===== src/rtl/reset_sequencer.sv =====
// rtl/reset_sequencer.sv - ordered release of per-domain resets with ack handshake and timeout
//
// Releases N_STAGES reset domains one at a time, stage 0 first. All resets
// stay asserted for HOLD_CYC cycles after reset. Each released stage must then
// report ready on stage_done[k] (unless masked in ACK_MASK). After that, the
// next stage is released STAGE_DLY cycles later. A stage that does not report
// ready within TIMEOUT cycles re-asserts every domain and latches the error.
//
// Ports:
//   clk          system clock
//   rst          synchronous active-high reset
//   soft_rst     single-cycle restart request, same effect as rst
//   stage_done   per-stage ready indication, synchronous to clk
//   rst_out      active-high reset per domain (registered)
//   seq_done     every stage released and acknowledged (registered)
//   timeout_err  sticky timeout flag (registered)
//   fail_stage   index of the stage that timed out, valid with timeout_err
//   busy         sequence in progress: HOLD, WAIT or SETTLE (registered)

module reset_sequencer #(
   parameter int                    N_STAGES  = 4,
   parameter int                    IDX_W     = 2,
   parameter int                    CNT_W     = 16,
   parameter int                    HOLD_CYC  = 16,
   parameter int                    STAGE_DLY = 8,
   parameter int                    TIMEOUT   = 1024,
   parameter logic [N_STAGES-1:0]   ACK_MASK  = {N_STAGES{1'b1}}
) (
   input  logic                clk,
   input  logic                rst,
   input  logic                soft_rst,
   input  logic [N_STAGES-1:0] stage_done,
   output logic [N_STAGES-1:0] rst_out,
   output logic                seq_done,
   output logic                timeout_err,
   output logic [IDX_W-1:0]    fail_stage,
   output logic                busy
);

   typedef enum logic [2:0] {
      S_HOLD,
      S_WAIT,
      S_SETTLE,
      S_DONE,
      S_ERROR
   } state_t;

   // Limits are stored minus one so a limit of 2^CNT_W still fits the counter.
   localparam logic [CNT_W-1:0] HOLD_LAST   = CNT_W'(HOLD_CYC - 1);
   localparam logic [CNT_W-1:0] SETTLE_LAST = CNT_W'(STAGE_DLY - 1);
   localparam logic [CNT_W-1:0] WAIT_LAST   = CNT_W'(TIMEOUT - 1);
   localparam logic [IDX_W-1:0] LAST_STAGE  = IDX_W'(N_STAGES - 1);

   state_t           state;
   logic [CNT_W-1:0] cnt;
   logic [IDX_W-1:0] stage;
   logic             stage_ok;

   // A masked stage counts as ready without looking at its input.
   assign stage_ok = stage_done[stage] | ~ACK_MASK[stage];

   always_ff @(posedge clk) begin
      if (rst || soft_rst) begin
         state       <= S_HOLD;
         cnt         <= '0;
         stage       <= '0;
         rst_out     <= '1;
         seq_done    <= 1'b0;
         timeout_err <= 1'b0;
         fail_stage  <= '0;
         busy        <= 1'b1;
      end else begin
         case (state)
            S_HOLD: begin
               if (cnt == HOLD_LAST) begin
                  rst_out[0] <= 1'b0;
                  stage      <= '0;
                  cnt        <= '0;
                  state      <= S_WAIT;
               end else begin
                  cnt <= cnt + 1'b1;
               end
            end

            S_WAIT: begin
               // Ready wins over timeout when both happen on the same edge.
               if (stage_ok) begin
                  cnt <= '0;
                  if (stage == LAST_STAGE) begin
                     seq_done <= 1'b1;
                     busy     <= 1'b0;
                     state    <= S_DONE;
                  end else begin
                     state <= S_SETTLE;
                  end
               end else if (cnt == WAIT_LAST) begin
                  rst_out     <= '1;
                  timeout_err <= 1'b1;
                  fail_stage  <= stage;
                  busy        <= 1'b0;
                  cnt         <= '0;
                  state       <= S_ERROR;
               end else begin
                  cnt <= cnt + 1'b1;
               end
            end

            S_SETTLE: begin
               if (cnt == SETTLE_LAST) begin
                  rst_out[stage + IDX_W'(1)] <= 1'b0;
                  stage                      <= stage + IDX_W'(1);
                  cnt                        <= '0;
                  state                      <= S_WAIT;
               end else begin
                  cnt <= cnt + 1'b1;
               end
            end

            // Terminal states: only rst or soft_rst leave them.
            S_DONE: begin
               busy <= 1'b0;
            end

            S_ERROR: begin
               rst_out  <= '1;
               seq_done <= 1'b0;
               busy     <= 1'b0;
            end

            default: begin
               state   <= S_ERROR;
               rst_out <= '1;
               busy    <= 1'b0;
            end
         endcase
      end
   end

endmodule


===== config.mk =====
export PLATFORM = sky130hd
export DESIGN_NAME = reset_sequencer
export DESIGN_NICKNAME = d
export VERILOG_FILES = /design/src/rtl/reset_sequencer.sv
export SDC_FILE = /design/constraint.sdc
export NUM_CORES = 1
export LEC_CHECK = 0
export BUFFER_PORTS_ARGS = -buffer_cell sky130_fd_sc_hd__buf_2
export CELL_PAD_IN_SITES_DETAIL_PLACEMENT = 1
export CELL_PAD_IN_SITES_GLOBAL_PLACEMENT = 1
export CORE_ASPECT_RATIO = 1.2
export CORE_MARGIN = 5
export CORE_UTILIZATION = 43
export DETAILED_ROUTE_END_ITERATION = 8
export MAX_ROUTING_LAYER = met4
export PLACE_DENSITY = 0.77
export SYNTH_ARGS = -nofsm -noshare
export SYNTH_HDL_FRONTEND = slang
export SYNTH_SLANG_ARGS = --single-unit

===== constraint.sdc =====
create_clock -name clk -period 2.19 [get_ports clk]
set_input_delay 0.3285 -clock clk [delete_from_list [all_inputs] [get_ports clk]]
set_output_delay 0.3285 -clock clk [all_outputs]
set_load 0.02 [all_outputs]

==> run_summary.xml, run 1 <==
<?xml version="1.0" encoding="UTF-8"?>
<metrics>
  <group name="critical_path">
    <metric name="cp_cell_sequence" unit="">nor4_1 -&gt; and4_1 -&gt; a21boi_0 -&gt; o31ai_2 -&gt; buf_4 -&gt; nor2_1</metric>
    <metric name="worst_path_max_delay_cell" unit="">sky130_fd_sc_hd__and4_1</metric>
    <metric name="critPathLaunchType" unit="">register</metric>
    <metric name="crit-reg2reg-launch" unit="">cnt[10]</metric>
    <metric name="worstSetupPathType" unit="">reg2reg</metric>
    <metric name="worst_ep_required_time" unit="ns">2.37</metric>
    <metric name="worstSetupEndpointType" unit="">register</metric>
    <metric name="worst_r2r_path_depth" unit="">6</metric>
    <metric name="setup.worst_path.start" unit="">cnt[10]</metric>
    <metric name="critical_path.max_fanout" unit="">10</metric>
    <metric name="cp_slowest_stage_delay" unit="ns">0.46</metric>
    <metric name="worst-endpoint-arrival" unit="ns">2.18</metric>
  </group>
  <group name="hold_path">
    <metric name="hold_class" unit="">in2reg</metric>
    <metric name="min-delay-start" unit="">soft_rst</metric>
    <metric name="min_path_cells" unit="">3</metric>
  </group>
  <group name="synthesis">
    <metric name="synthTopCellsByArea" unit="">sky130_fd_sc_hd__dfxtp_1 (37%), sky130_fd_sc_hd__nor2_1 (7.2%), sky130_fd_sc_hd__a21oi_1 (5.3%)</metric>
    <metric name="count_of_mapped_cells_out_of_synthesis" unit="">194</metric>
    <metric name="synth_fp_nets" unit="">206</metric>
    <metric name="synthAdderAreaFrac" unit="%">3.89</metric>
    <metric name="yosysWarningCount" unit="">0</metric>
    <metric name="dominantRegCellSynth" unit="">sky130_fd_sc_hd__dfxtp_1</metric>
    <metric name="synth_seq_cells" unit="">30</metric>
    <metric name="synth.mux.area_fraction" unit="%">2.64</metric>
    <metric name="synth_compound_gate_area_share" unit="%">15.5</metric>
    <metric name="yosys.area_share.simple" unit="%">29.8</metric>
    <metric name="synth_edf_count" unit="">0</metric>
    <metric name="postSynthAreaPerCell" unit="um^2">8.30</metric>
    <metric name="synth_top_family_by_area" unit="">simple AND/OR/NAND/NOR gates</metric>
    <metric name="yosysTopAreaCell" unit="">sky130_fd_sc_hd__dfxtp_1</metric>
    <metric name="synthXorXnorAreaFrac" unit="%">7.61</metric>
    <metric name="async_flop_share" unit="%">0</metric>
    <metric name="post_synth_instance_area" unit="um^2">1610</metric>
    <metric name="yosys.cell_types.count" unit="">43</metric>
    <metric name="synth.yosys.seq_area_share" unit="%">37.3</metric>
    <metric name="synthDominantCellAreaShare" unit="%">37.3</metric>
  </group>
  <group name="placed_design">
    <metric name="port_buffers" unit="">15</metric>
    <metric name="place_area" unit="um^2">1800</metric>
    <metric name="hpwl" unit="mm">3.27</metric>
    <metric name="routabilityCongestion" unit="">0.819</metric>
    <metric name="dpl.cell_count" unit="">263</metric>
    <metric name="place_worst_setup_slack" unit="ns">0.173</metric>
  </group>
  <group name="pwr">
    <metric name="p_sw" unit="mW">0.238</metric>
    <metric name="power.share.combinational" unit="%">2.9</metric>
    <metric name="clock_power_share" unit="%">44.8</metric>
    <metric name="power_per_cell_area" unit="nW/um^2">555</metric>
    <metric name="total_leakage_power" unit="nW">0.677</metric>
    <metric name="share_seq_of_total_power" unit="%">52.3</metric>
    <metric name="power.internal" unit="mW">0.812</metric>
    <metric name="swShare" unit="%">22.6</metric>
    <metric name="peakVddDrop" unit="mV">0.312</metric>
  </group>
  <group name="cells_and_area">
    <metric name="area.sequential" unit="um^2">601</metric>
    <metric name="post_route_cell_area" unit="um^2">1890</metric>
    <metric name="multi_input_area" unit="um^2">957</metric>
    <metric name="nFillCells" unit="">452</metric>
    <metric name="area_growth_syn_to_layout" unit="%">17.4</metric>
    <metric name="final_cell_count_no_fill" unit="">271</metric>
    <metric name="layout-drive-gt1-share" unit="%">19.2</metric>
    <metric name="final_net_count" unit="">230</metric>
    <metric name="antenna_cells" unit="">0</metric>
  </group>
  <group name="clock_network">
    <metric name="htreeDepth" unit="">2</metric>
    <metric name="clkSinkCount" unit="">30</metric>
    <metric name="cts_resized" unit="">0</metric>
    <metric name="cts_max_path_buffers" unit="">2</metric>
    <metric name="cts_setup_buffers" unit="">0</metric>
    <metric name="clk-insertion-delay-late" unit="ns">0.29</metric>
    <metric name="clock_slew_seen_by_the_registers_of_the_worst_setup_and_hold_paths" unit="ns">0.07</metric>
    <metric name="master_cell_of_the_clock_root_buffer" unit="">sky130_fd_sc_hd__clkbuf_8</metric>
    <metric name="hold_buffers" unit="">0</metric>
    <metric name="cts-buffers-inserted" unit="">5</metric>
    <metric name="cts_tree" unit="">yes</metric>
  </group>
  <group name="outcome">
    <metric name="status" unit="">finished clean</metric>
  </group>
  <group name="sta">
    <metric name="finalMaxSlewViolations" unit="">0</metric>
    <metric name="grt_setup_unrepaired" unit="">false</metric>
    <metric name="timing.final.crit_share" unit="%">91.1</metric>
    <metric name="timing.clock.skew" unit="ns">0.00824</metric>
    <metric name="fin_ws" unit="ns">0.195</metric>
    <metric name="relSlewSlack" unit="%">57.5</metric>
    <metric name="tightest_slew" unit="ns">0.634</metric>
    <metric name="layout_min_cycle_time" unit="ns">2.00</metric>
    <metric name="setup-violations-final" unit="">0</metric>
    <metric name="final_hold_viol_count" unit="">0</metric>
    <metric name="max_freq" unit="MHz">501</metric>
    <metric name="final.setup.tns" unit="ns">0</metric>
  </group>
  <group name="drt">
    <metric name="firstDrtPassIters" unit="">4</metric>
    <metric name="detailroute.via_count" unit="">1506</metric>
    <metric name="drt_iter0_drc" unit="">70</metric>
    <metric name="drt_drc_violations_left" unit="">0</metric>
    <metric name="drt_wl_total" unit="mm">4.27</metric>
    <metric name="detail-route-antenna-nets" unit="">0</metric>
    <metric name="dr_vias_cell" unit="">5.56</metric>
    <metric name="routedWlPerCell" unit="um">15.7</metric>
  </group>
  <group name="die">
    <metric name="die-area" unit="um^2">5070</metric>
    <metric name="start_util" unit="%">44.3</metric>
    <metric name="dieWidth" unit="um">65.9</metric>
    <metric name="placement_rows" unit="">24</metric>
    <metric name="die_h" unit="um">77.0</metric>
    <metric name="core-area" unit="um^2">3630</metric>
    <metric name="io-pin-count" unit="">16</metric>
  </group>
  <group name="global_routing">
    <metric name="groute.layer.met3.usage" unit="%">4.39</metric>
    <metric name="use_met2" unit="%">34.3</metric>
    <metric name="grtUsageMet1" unit="%">19.4</metric>
    <metric name="grt_pass1_wl" unit="mm">7.22</metric>
    <metric name="number_of_global_route_vias_before_repair" unit="">1538</metric>
    <metric name="overall_global_routing_usage" unit="%">18.9</metric>
    <metric name="busiest_metal_layer_after_global_routing" unit="">met2</metric>
    <metric name="grt_start_max_net_pins" unit="">17</metric>
    <metric name="grt_remaining_overflow" unit="">0</metric>
    <metric name="grt_antenna_before_repair" unit="">0</metric>
  </group>
  <group name="flow_run">
    <metric name="cap_viol_max_count" unit="">0</metric>
  </group>
</metrics>
## power by group through the flow
stage,combinational (mW),clock (mW),sequential (mW)
floorplan,0.0149,0,0.561
global placement,0.0293,0,0.561
detailed placement,0.0304,0,0.561
CTS,0.0309,0.482,0.549
global route,0.0334,0.510,0.549
finish,0.0305,0.471,0.549
## stage by stage
step	hold slack [ns]	util, %	power (mW)
after floorplan	0.430	-	0.576
after global placement	0.434	49.4	0.590
after detailed placement	0.453	49.4	0.592
after CTS	0.265	52.0	1.06
after global routing	0.273	52.0	1.09
final	0.268	52.0	1.05
## cell type report
cell class,count,area share [%]
Clock buffer,6,4.37
Timing Repair Buffer,26,8.34
Clock inverter,2,0.662
Sequential cell,30,31.8
Multi-Input combinational cell,151,50.6
Tap cell,52,3.44
Inverter,4,0.794
## cell usage in the layout (no fill, tap or decap), types with 5 or more instances in the layout
| cell | instances |
|---|---|
| sky130_fd_sc_hd__o21ai_0 | 7 |
| sky130_fd_sc_hd__ha_1 | 5 |
| sky130_fd_sc_hd__xnor2_1 | 7 |
| sky130_fd_sc_hd__buf_2 | 15 |
| sky130_fd_sc_hd__and3_1 | 5 |
| sky130_fd_sc_hd__xor2_1 | 7 |
| sky130_fd_sc_hd__nand4_1 | 5 |
| sky130_fd_sc_hd__nor3_1 | 5 |
| sky130_fd_sc_hd__nor2_1 | 31 |
| sky130_fd_sc_hd__buf_4 | 11 |
| sky130_fd_sc_hd__nand2_1 | 16 |
| sky130_fd_sc_hd__a21oi_1 | 17 |
| sky130_fd_sc_hd__dfxtp_1 | 30 |
| sky130_fd_sc_hd__clkbuf_8 | 6 |
## state kept, by name, indices dropped and copies added, names as in the netlist
signal and count:
cnt 16, fail_stage 2, rst_out 4, busy 1, stage 2, seq_done 1, state 3, timeout_err 1
## layer usage
layer	wire [um]	share of wire (%)	up-vias
li1	-	-	736
met1	1720	40	742
met2	2350	55	23
met3	131	3.1	5
met4	65	1.5	0
met5	0	0	-
## worst paths after layout
| check | to | slack, ns |
|---|---|---|
| max | cnt[7] | 0.19 |
| min | busy | 0.27 |
| max reg2reg | cnt[7] | 0.19 |
| min reg2reg | timeout_err | 0.46 |
## cells by family after synthesis
kind of cell,after synthesis
flip-flops,30
buffers and inverters,13
AND/OR/NAND/NOR,89
adder cells (fa/ha/maj),5
multiplexers,3
AO/OA/AOI/OAI,40
XOR/XNOR,14
## cell usage after synthesis (2+ instances only)
master and n:
sky130_fd_sc_hd__inv_1 4, sky130_fd_sc_hd__a21oi_1 17, sky130_fd_sc_hd__nor4_1 4, sky130_fd_sc_hd__and2_1 2, sky130_fd_sc_hd__nand4_1 5, sky130_fd_sc_hd__clkbuf_1 5, sky130_fd_sc_hd__a221oi_1 2, sky130_fd_sc_hd__nand2_1 16
sky130_fd_sc_hd__and3_1 5, sky130_fd_sc_hd__xnor2_1 7, sky130_fd_sc_hd__mux2i_1 2, sky130_fd_sc_hd__ha_1 5, sky130_fd_sc_hd__a21o_1 2, sky130_fd_sc_hd__xor2_1 7, sky130_fd_sc_hd__dfxtp_1 30, sky130_fd_sc_hd__nor3b_1 2
sky130_fd_sc_hd__and4_1 4, sky130_fd_sc_hd__o21ai_0 7, sky130_fd_sc_hd__nor3_1 5, sky130_fd_sc_hd__a211o_1 2, sky130_fd_sc_hd__a211oi_1 4, sky130_fd_sc_hd__nand3_1 4, sky130_fd_sc_hd__buf_2 3, sky130_fd_sc_hd__nor2_1 31
## worst max-delay path, delay by kind of cell, from the launching register on
kind                   cells  cell delay, ns
buffers and inverters      1            0.21
and+or+nand+nor            3            0.97
AOI/OAI and AO/OA          2            0.37
DFF                        1            0.34
(Power assumes the default switching activity.)
==> inputs of run 2 (changes only) <==
--- a/config.mk
+++ b/config.mk
@@ -14,6 +14,7 @@
 export DETAILED_ROUTE_END_ITERATION = 8
 export MAX_ROUTING_LAYER = met4
 export PLACE_DENSITY = 0.77
+export SKIP_CTS_REPAIR_TIMING = 1
 export SYNTH_ARGS = -nofsm -noshare
 export SYNTH_HDL_FRONTEND = slang
 export SYNTH_SLANG_ARGS = --single-unit
==> constraint.sdc (replaced) <==
create_clock -name clk -period 1.85 [get_ports clk]
set_input_delay 0.2775 -clock clk [delete_from_list [all_inputs] [get_ports clk]]
set_output_delay 0.2775 -clock clk [all_outputs]
set_load 0.02 [all_outputs]
==> run 2 against run 1 <==
Against the previous run:
- the run now ends with negative setup slack left
- register-to-register slack lost 0.33 ns
- first-iteration DRC count grew 13%
- sequential share of layout area shrank 4.1 points
- global-route usage grew 2.6 points
- clock power grew 15%
- sequential power grew 18%
- critical path type unchanged
- largest cell class unchanged
- highest routed layer unchanged
==> run_summary.xml, run 2 (synthesized netlist as in run 1, its figures left out) <==
<?xml version="1.0" encoding="UTF-8"?>
<metrics>
  <group name="die">
    <metric name="start_util" unit="%">44.3</metric>
    <metric name="dieWidth" unit="um">65.9</metric>
    <metric name="die-area" unit="um^2">5070</metric>
    <metric name="io-pin-count" unit="">16</metric>
    <metric name="die_h" unit="um">77.0</metric>
    <metric name="core-area" unit="um^2">3630</metric>
    <metric name="placement_rows" unit="">24</metric>
  </group>
  <group name="sta">
    <metric name="setup-violations-final" unit="">19</metric>
    <metric name="timing.final.crit_share" unit="%">107</metric>
    <metric name="grt_setup_unrepaired" unit="">true</metric>
    <metric name="timing.clock.skew" unit="ns">0.00842</metric>
    <metric name="fin_ws" unit="ns">-0.138</metric>
    <metric name="max_freq" unit="MHz">503</metric>
    <metric name="final.setup.tns" unit="ns">-1.48</metric>
    <metric name="layout_min_cycle_time" unit="ns">1.99</metric>
    <metric name="relSlewSlack" unit="%">69.2</metric>
    <metric name="final_hold_viol_count" unit="">0</metric>
    <metric name="tightest_slew" unit="ns">0.462</metric>
    <metric name="finalMaxSlewViolations" unit="">0</metric>
  </group>
  <group name="drt">
    <metric name="dr_vias_cell" unit="">5.71</metric>
    <metric name="firstDrtPassIters" unit="">4</metric>
    <metric name="detailroute.via_count" unit="">1685</metric>
    <metric name="drt_drc_violations_left" unit="">0</metric>
    <metric name="routedWlPerCell" unit="um">17.8</metric>
    <metric name="drt_iter0_drc" unit="">79</metric>
    <metric name="drt_wl_total" unit="mm">5.26</metric>
    <metric name="detail-route-antenna-nets" unit="">0</metric>
  </group>
  <group name="hold_path">
    <metric name="hold_class" unit="">in2reg</metric>
  </group>
  <group name="clock_network">
    <metric name="cts_max_path_buffers" unit="">2</metric>
    <metric name="htreeDepth" unit="">2</metric>
    <metric name="master_cell_of_the_clock_root_buffer" unit="">sky130_fd_sc_hd__clkbuf_8</metric>
    <metric name="cts-buffers-inserted" unit="">5</metric>
    <metric name="clkSinkCount" unit="">30</metric>
    <metric name="clock_slew_seen_by_the_registers_of_the_worst_setup_and_hold_paths" unit="ns">0.07</metric>
    <metric name="clk-insertion-delay-late" unit="ns">0.29</metric>
    <metric name="cts_tree" unit="">yes</metric>
  </group>
  <group name="flow_run">
    <metric name="cap_viol_max_count" unit="">0</metric>
  </group>
  <group name="placed_design">
    <metric name="port_buffers" unit="">15</metric>
    <metric name="hpwl" unit="mm">3.60</metric>
    <metric name="place_area" unit="um^2">1960</metric>
    <metric name="dpl.cell_count" unit="">282</metric>
    <metric name="routabilityCongestion" unit="">0.848</metric>
  </group>
  <group name="cells_and_area">
    <metric name="final_cell_count_no_fill" unit="">295</metric>
    <metric name="final_common_cell" unit="">sky130_fd_sc_hd__buf_4</metric>
    <metric name="largest_register_ffs" unit="">16</metric>
    <metric name="final_net_count" unit="">254</metric>
    <metric name="layout_top_registers" unit="">cnt x16, rst_out x4, state x3</metric>
    <metric name="final_cell_mix" unit="">sky130_fd_sc_hd__buf_4 (32), sky130_fd_sc_hd__dfxtp_1 (29), sky130_fd_sc_hd__nor2_1 (26)</metric>
    <metric name="area_growth_syn_to_layout" unit="%">35.2</metric>
    <metric name="antenna_cells" unit="">0</metric>
    <metric name="layout-drive-gt1-share" unit="%">34.2</metric>
    <metric name="post_route_cell_area" unit="um^2">2180</metric>
    <metric name="regMostFlops" unit="">cnt</metric>
    <metric name="finalCoreUtilization" unit="%">59.9</metric>
  </group>
  <group name="pwr">
    <metric name="total_leakage_power" unit="nW">0.819</metric>
    <metric name="peakVddDrop" unit="mV">0.519</metric>
    <metric name="finalPower" unit="mW">1.24</metric>
    <metric name="power_per_cell_area" unit="nW/um^2">570</metric>
  </group>
  <group name="critical_path">
    <metric name="worst_ep_required_time" unit="ns">2.04</metric>
    <metric name="worstSetupPathType" unit="">reg2reg</metric>
    <metric name="worstSetupEndpointType" unit="">register</metric>
    <metric name="worst-endpoint-arrival" unit="ns">2.18</metric>
    <metric name="critPathLaunchType" unit="">register</metric>
    <metric name="critical_path.max_fanout" unit="">6</metric>
    <metric name="reg2reg_slack" unit="ns">-0.14</metric>
  </group>
  <group name="global_routing">
    <metric name="number_of_global_route_vias_before_repair" unit="">1802</metric>
    <metric name="overall_global_routing_usage" unit="%">21.6</metric>
    <metric name="grt_antenna_before_repair" unit="">0</metric>
    <metric name="grt_remaining_overflow" unit="">0</metric>
    <metric name="grt_start_max_net_pins" unit="">14</metric>
    <metric name="grt_pass1_wl" unit="mm">8.25</metric>
  </group>
  <group name="outcome">
    <metric name="violations" unit="">negative setup slack</metric>
    <metric name="status" unit="">finished, violations left</metric>
  </group>
</metrics>
-- run 2: changes by cell type in the layout (fill, tap and decap cells not counted), moves of 2 or more --
cell / previous run / this run
sky130_fd_sc_hd__nor2_1: 31 / 26
sky130_fd_sc_hd__nor2_2: 0 / 5
sky130_fd_sc_hd__buf_4: 11 / 32
sky130_fd_sc_hd__a21oi_1: 17 / 15
sky130_fd_sc_hd__buf_6: 0 / 2
sky130_fd_sc_hd__and4_1: 4 / 2
sky130_fd_sc_hd__and4_4: 0 / 2
-- run 2: routing by layer --
metal  up-vias  share of wire (%)  GRT usage (%)
met5         -                  0              -
met4         0                4.4           12.4
met3        22                3.6           3.80
met2        47                 54           37.9
met1       828                 38           21.8
li1        788                  -              -
-- run 2: final timing paths --
check | end | cells past startpoint | from
setup reg to reg | cnt[11] | 6 | stage[0]
hold reg to reg | rst_out[0] | 1 | rst_out[0]
setup / recovery | cnt[11] | 6 | stage[0]
hold / removal | busy | 3 | rst
-- run 2: report_power, final --
group	switching, mW	internal, mW	total [mW]
logic	0.0256	0.0221	0.0477
registers	0.00225	0.648	0.650
clock network	0.244	0.299	0.543
total	0.272	0.970	1.24
-- run 2: through the flow --
| step | hold slack, ns | setup WS [ns] |
|---|---|---|
| global placement | 0.436 | -0.0256 |
| floorplan | 0.379 | 0.0340 |
| finish | 0.236 | -0.138 |
| detailed placement | 0.441 | -0.114 |
| global route | 0.242 | -0.216 |
| CTS | 0.233 | -0.160 |
-- run 2: worst max-delay path, cell delays in order, from the launching register on --
cell and delay [ns]:
sky130_fd_sc_hd__dfxtp_2 0.35, sky130_fd_sc_hd__mux4_2 0.51, sky130_fd_sc_hd__or2_4 0.28, sky130_fd_sc_hd__nor3_4 0.27, sky130_fd_sc_hd__buf_6 0.17, sky130_fd_sc_hd__a21oi_1 0.05, sky130_fd_sc_hd__a221oi_1 0.26
-- run 2: layout make-up --
cell class / instances / area [um^2]
Clock buffer: 7 / 86.3
Clock inverter: 1 / 5.00
Fill cell: 424 / 1460
Inverter: 4 / 15.0
Multi-Input combinational cell: 151 / 1050
Sequential cell: 30 / 602
Tap cell: 52 / 65.1
Timing Repair Buffer: 50 / 358
==> inputs of run 3 (changes only) <==
--- a/config.mk
+++ b/config.mk
@@ -14,6 +14,7 @@
 export DETAILED_ROUTE_END_ITERATION = 8
 export MAX_ROUTING_LAYER = met4
 export PLACE_DENSITY = 0.77
+export REMOVE_ABC_BUFFERS = 1
 export SKIP_CTS_REPAIR_TIMING = 1
 export SYNTH_ARGS = -nofsm -noshare
 export SYNTH_HDL_FRONTEND = slang
==> run 3 against run 2 <==
Against the previous run:
- the flow still finishes with violations (negative setup slack)
- flip-flop and latch count stayed put
- core utilization is 1.0 points higher
- combinational power is 11% higher
- routed wire length is 1.3% higher
- via count is 2.3% lower
- final cell count is 0.34% lower
- clock skew is 0.0047 ns lower
- sequential share of layout area is 0.11 points lower
- final area is 1.7% higher
- sequential power hardly changed
- critical endpoint is now cnt[13]
- largest power group unchanged
==> run_summary.xml, run 3 (synthesized netlist as in run 1, its figures left out) <==
<?xml version="1.0" encoding="UTF-8"?>
<metrics>
  <group name="global_routing">
    <metric name="overall_global_routing_usage" unit="%">21.7</metric>
    <metric name="grt_remaining_overflow" unit="">0</metric>
    <metric name="grt_pass1_wl" unit="mm">8.27</metric>
    <metric name="grt_antenna_before_repair" unit="">0</metric>
    <metric name="grt_start_max_net_pins" unit="">16</metric>
    <metric name="number_of_global_route_vias_before_repair" unit="">1743</metric>
  </group>
  <group name="outcome">
    <metric name="status" unit="">finished, violations left</metric>
    <metric name="violations" unit="">negative setup slack</metric>
  </group>
  <group name="critical_path">
    <metric name="crit-reg2reg-launch" unit="">stage[0]</metric>
    <metric name="worstSetupEndpointType" unit="">register</metric>
    <metric name="critPathLaunchType" unit="">register</metric>
    <metric name="critical_path.max_fanout" unit="">6</metric>
    <metric name="worstSetupPathType" unit="">reg2reg</metric>
    <metric name="worst_ep_required_time" unit="ns">2.03</metric>
    <metric name="setup.worst_path.start" unit="">stage[0]</metric>
    <metric name="worst-endpoint-arrival" unit="ns">2.09</metric>
  </group>
  <group name="sta">
    <metric name="final_hold_viol_count" unit="">0</metric>
    <metric name="layout_min_cycle_time" unit="ns">1.91</metric>
    <metric name="timing.clock.skew" unit="ns">0.00372</metric>
    <metric name="grt_setup_unrepaired" unit="">true</metric>
    <metric name="fin_ws" unit="ns">-0.0623</metric>
    <metric name="fin_hold_ws" unit="ns">0.212</metric>
    <metric name="tightest_slew" unit="ns">0.341</metric>
    <metric name="finalMaxSlewViolations" unit="">0</metric>
    <metric name="setup-violations-final" unit="">1</metric>
    <metric name="max_freq" unit="MHz">523</metric>
    <metric name="relSlewSlack" unit="%">77.0</metric>
    <metric name="timing.final.crit_share" unit="%">103</metric>
  </group>
  <group name="clock_network">
    <metric name="clk-insertion-delay-late" unit="ns">0.28</metric>
    <metric name="cts-buffers-inserted" unit="">5</metric>
    <metric name="htreeDepth" unit="">2</metric>
    <metric name="cts_tree" unit="">yes</metric>
    <metric name="cts_max_path_buffers" unit="">2</metric>
    <metric name="clock_slew_seen_by_the_registers_of_the_worst_setup_and_hold_paths" unit="ns">0.06</metric>
    <metric name="clkSinkCount" unit="">30</metric>
    <metric name="master_cell_of_the_clock_root_buffer" unit="">sky130_fd_sc_hd__clkbuf_8</metric>
  </group>
  <group name="cells_and_area">
    <metric name="layout-drive-gt1-share" unit="%">38.0</metric>
    <metric name="antenna_cells" unit="">0</metric>
    <metric name="final_common_cell" unit="">sky130_fd_sc_hd__buf_4</metric>
    <metric name="layout_top_registers" unit="">cnt x16, rst_out x4, state x3</metric>
    <metric name="post_route_cell_area" unit="um^2">2210</metric>
    <metric name="finalCoreUtilization" unit="%">60.9</metric>
    <metric name="area_growth_syn_to_layout" unit="%">37.5</metric>
    <metric name="final_cell_mix" unit="">sky130_fd_sc_hd__buf_4 (30), sky130_fd_sc_hd__nor2_1 (23), sky130_fd_sc_hd__dfxtp_1 (23)</metric>
    <metric name="largest_register_ffs" unit="">16</metric>
    <metric name="regMostFlops" unit="">cnt</metric>
    <metric name="final_net_count" unit="">254</metric>
    <metric name="nFillCells" unit="">434</metric>
  </group>
  <group name="pwr">
    <metric name="total_leakage_power" unit="nW">0.807</metric>
    <metric name="power_per_cell_area" unit="nW/um^2">541</metric>
    <metric name="swShare" unit="%">22.3</metric>
    <metric name="power.share.combinational" unit="%">4.4</metric>
    <metric name="clock_power_share" unit="%">41.3</metric>
    <metric name="peakVddDrop" unit="mV">0.271</metric>
    <metric name="finalPower" unit="mW">1.20</metric>
    <metric name="share_seq_of_total_power" unit="%">54.3</metric>
    <metric name="p_sw" unit="mW">0.268</metric>
    <metric name="power.internal" unit="mW">0.931</metric>
  </group>
  <group name="drt">
    <metric name="routedWlPerCell" unit="um">18.1</metric>
    <metric name="wl_met1" unit="mm">2.04</metric>
    <metric name="dr_vias_cell" unit="">5.60</metric>
    <metric name="top_layer_used" unit="">met4</metric>
    <metric name="detailroute.via_count" unit="">1647</metric>
    <metric name="drt_wl_total" unit="mm">5.33</metric>
    <metric name="met3_length" unit="um">135</metric>
    <metric name="wl_met2" unit="mm">2.96</metric>
    <metric name="drt_iter0_drc" unit="">89</metric>
    <metric name="firstDrtPassIters" unit="">4</metric>
    <metric name="detail-route-antenna-nets" unit="">0</metric>
    <metric name="drt_drc_violations_left" unit="">0</metric>
  </group>
  <group name="placed_design">
    <metric name="routabilityCongestion" unit="">0.893</metric>
    <metric name="hpwl" unit="mm">3.79</metric>
    <metric name="port_buffers" unit="">15</metric>
    <metric name="place_worst_setup_slack" unit="ns">-0.0835</metric>
    <metric name="place_area" unit="um^2">1950</metric>
  </group>
  <group name="die">
    <metric name="die_h" unit="um">77.0</metric>
    <metric name="dieWidth" unit="um">65.9</metric>
    <metric name="placement_rows" unit="">24</metric>
    <metric name="start_util" unit="%">44.3</metric>
    <metric name="die-area" unit="um^2">5070</metric>
    <metric name="io-pin-count" unit="">16</metric>
    <metric name="core-area" unit="um^2">3630</metric>
  </group>
  <group name="hold_path">
    <metric name="min-delay-start" unit="">rst</metric>
    <metric name="hold_class" unit="">in2reg</metric>
  </group>
  <group name="flow_run">
    <metric name="cap_viol_max_count" unit="">0</metric>
  </group>
</metrics>
[run 3: layout make-up]
cell class	instances	area, um^2	area share, %
timing repair buffer	50	357	16.1
tap	52	65.1	2.94
sequential	30	609	27.5
multi-input combinational	151	1090	49.3
clock buffer	7	76.3	3.45
inverter	4	15.0	0.678
[run 3: worst paths after layout]
check	to	slack, ns	cells after the start
setup / recovery	cnt[13]	-0.06	6
hold / removal	busy	0.21	3
setup reg to reg	cnt[13]	-0.06	6
hold reg to reg	rst_out[0]	0.45	1
[run 3: critical path, cell delays in order (launching register included)]
cell                       delay (ns)
sky130_fd_sc_hd__dfxtp_2         0.33
sky130_fd_sc_hd__mux4_2          0.51
sky130_fd_sc_hd__or2_4           0.28
sky130_fd_sc_hd__nor3_4          0.19
sky130_fd_sc_hd__buf_6           0.16
sky130_fd_sc_hd__a21oi_1         0.06
sky130_fd_sc_hd__a221oi_1        0.28
[run 3: power by group through the flow]
stage / Combinational, mW / Sequential [mW] / Clock, mW
4_1_cts: 0.0402 / 0.649 / 0.503
3_3_place_gp: 0.0386 / 0.664 / 0
5_1_grt: 0.0577 / 0.650 / 0.540
3_5_place_dp: 0.0401 / 0.664 / 0
2_1_floorplan: 0.0164 / 0.665 / 0
6_report: 0.0529 / 0.651 / 0.495
[run 3: per-layer routing]
metal / global-route usage [%] / vias up
li1: - / 785
met1: 22.1 / 814
met2: 39.2 / 32
met3: 3.95 / 16
met4: 9.75 / 0
met5: - / -
[run 3: metrics by stage]
stage               setup TNS, ns  instances
finish                    -0.0623        294
global route               -0.558        294
CTS                        -0.583        291
detailed placement         -0.342        284
global placement                0        284
floorplan                  -0.954        185
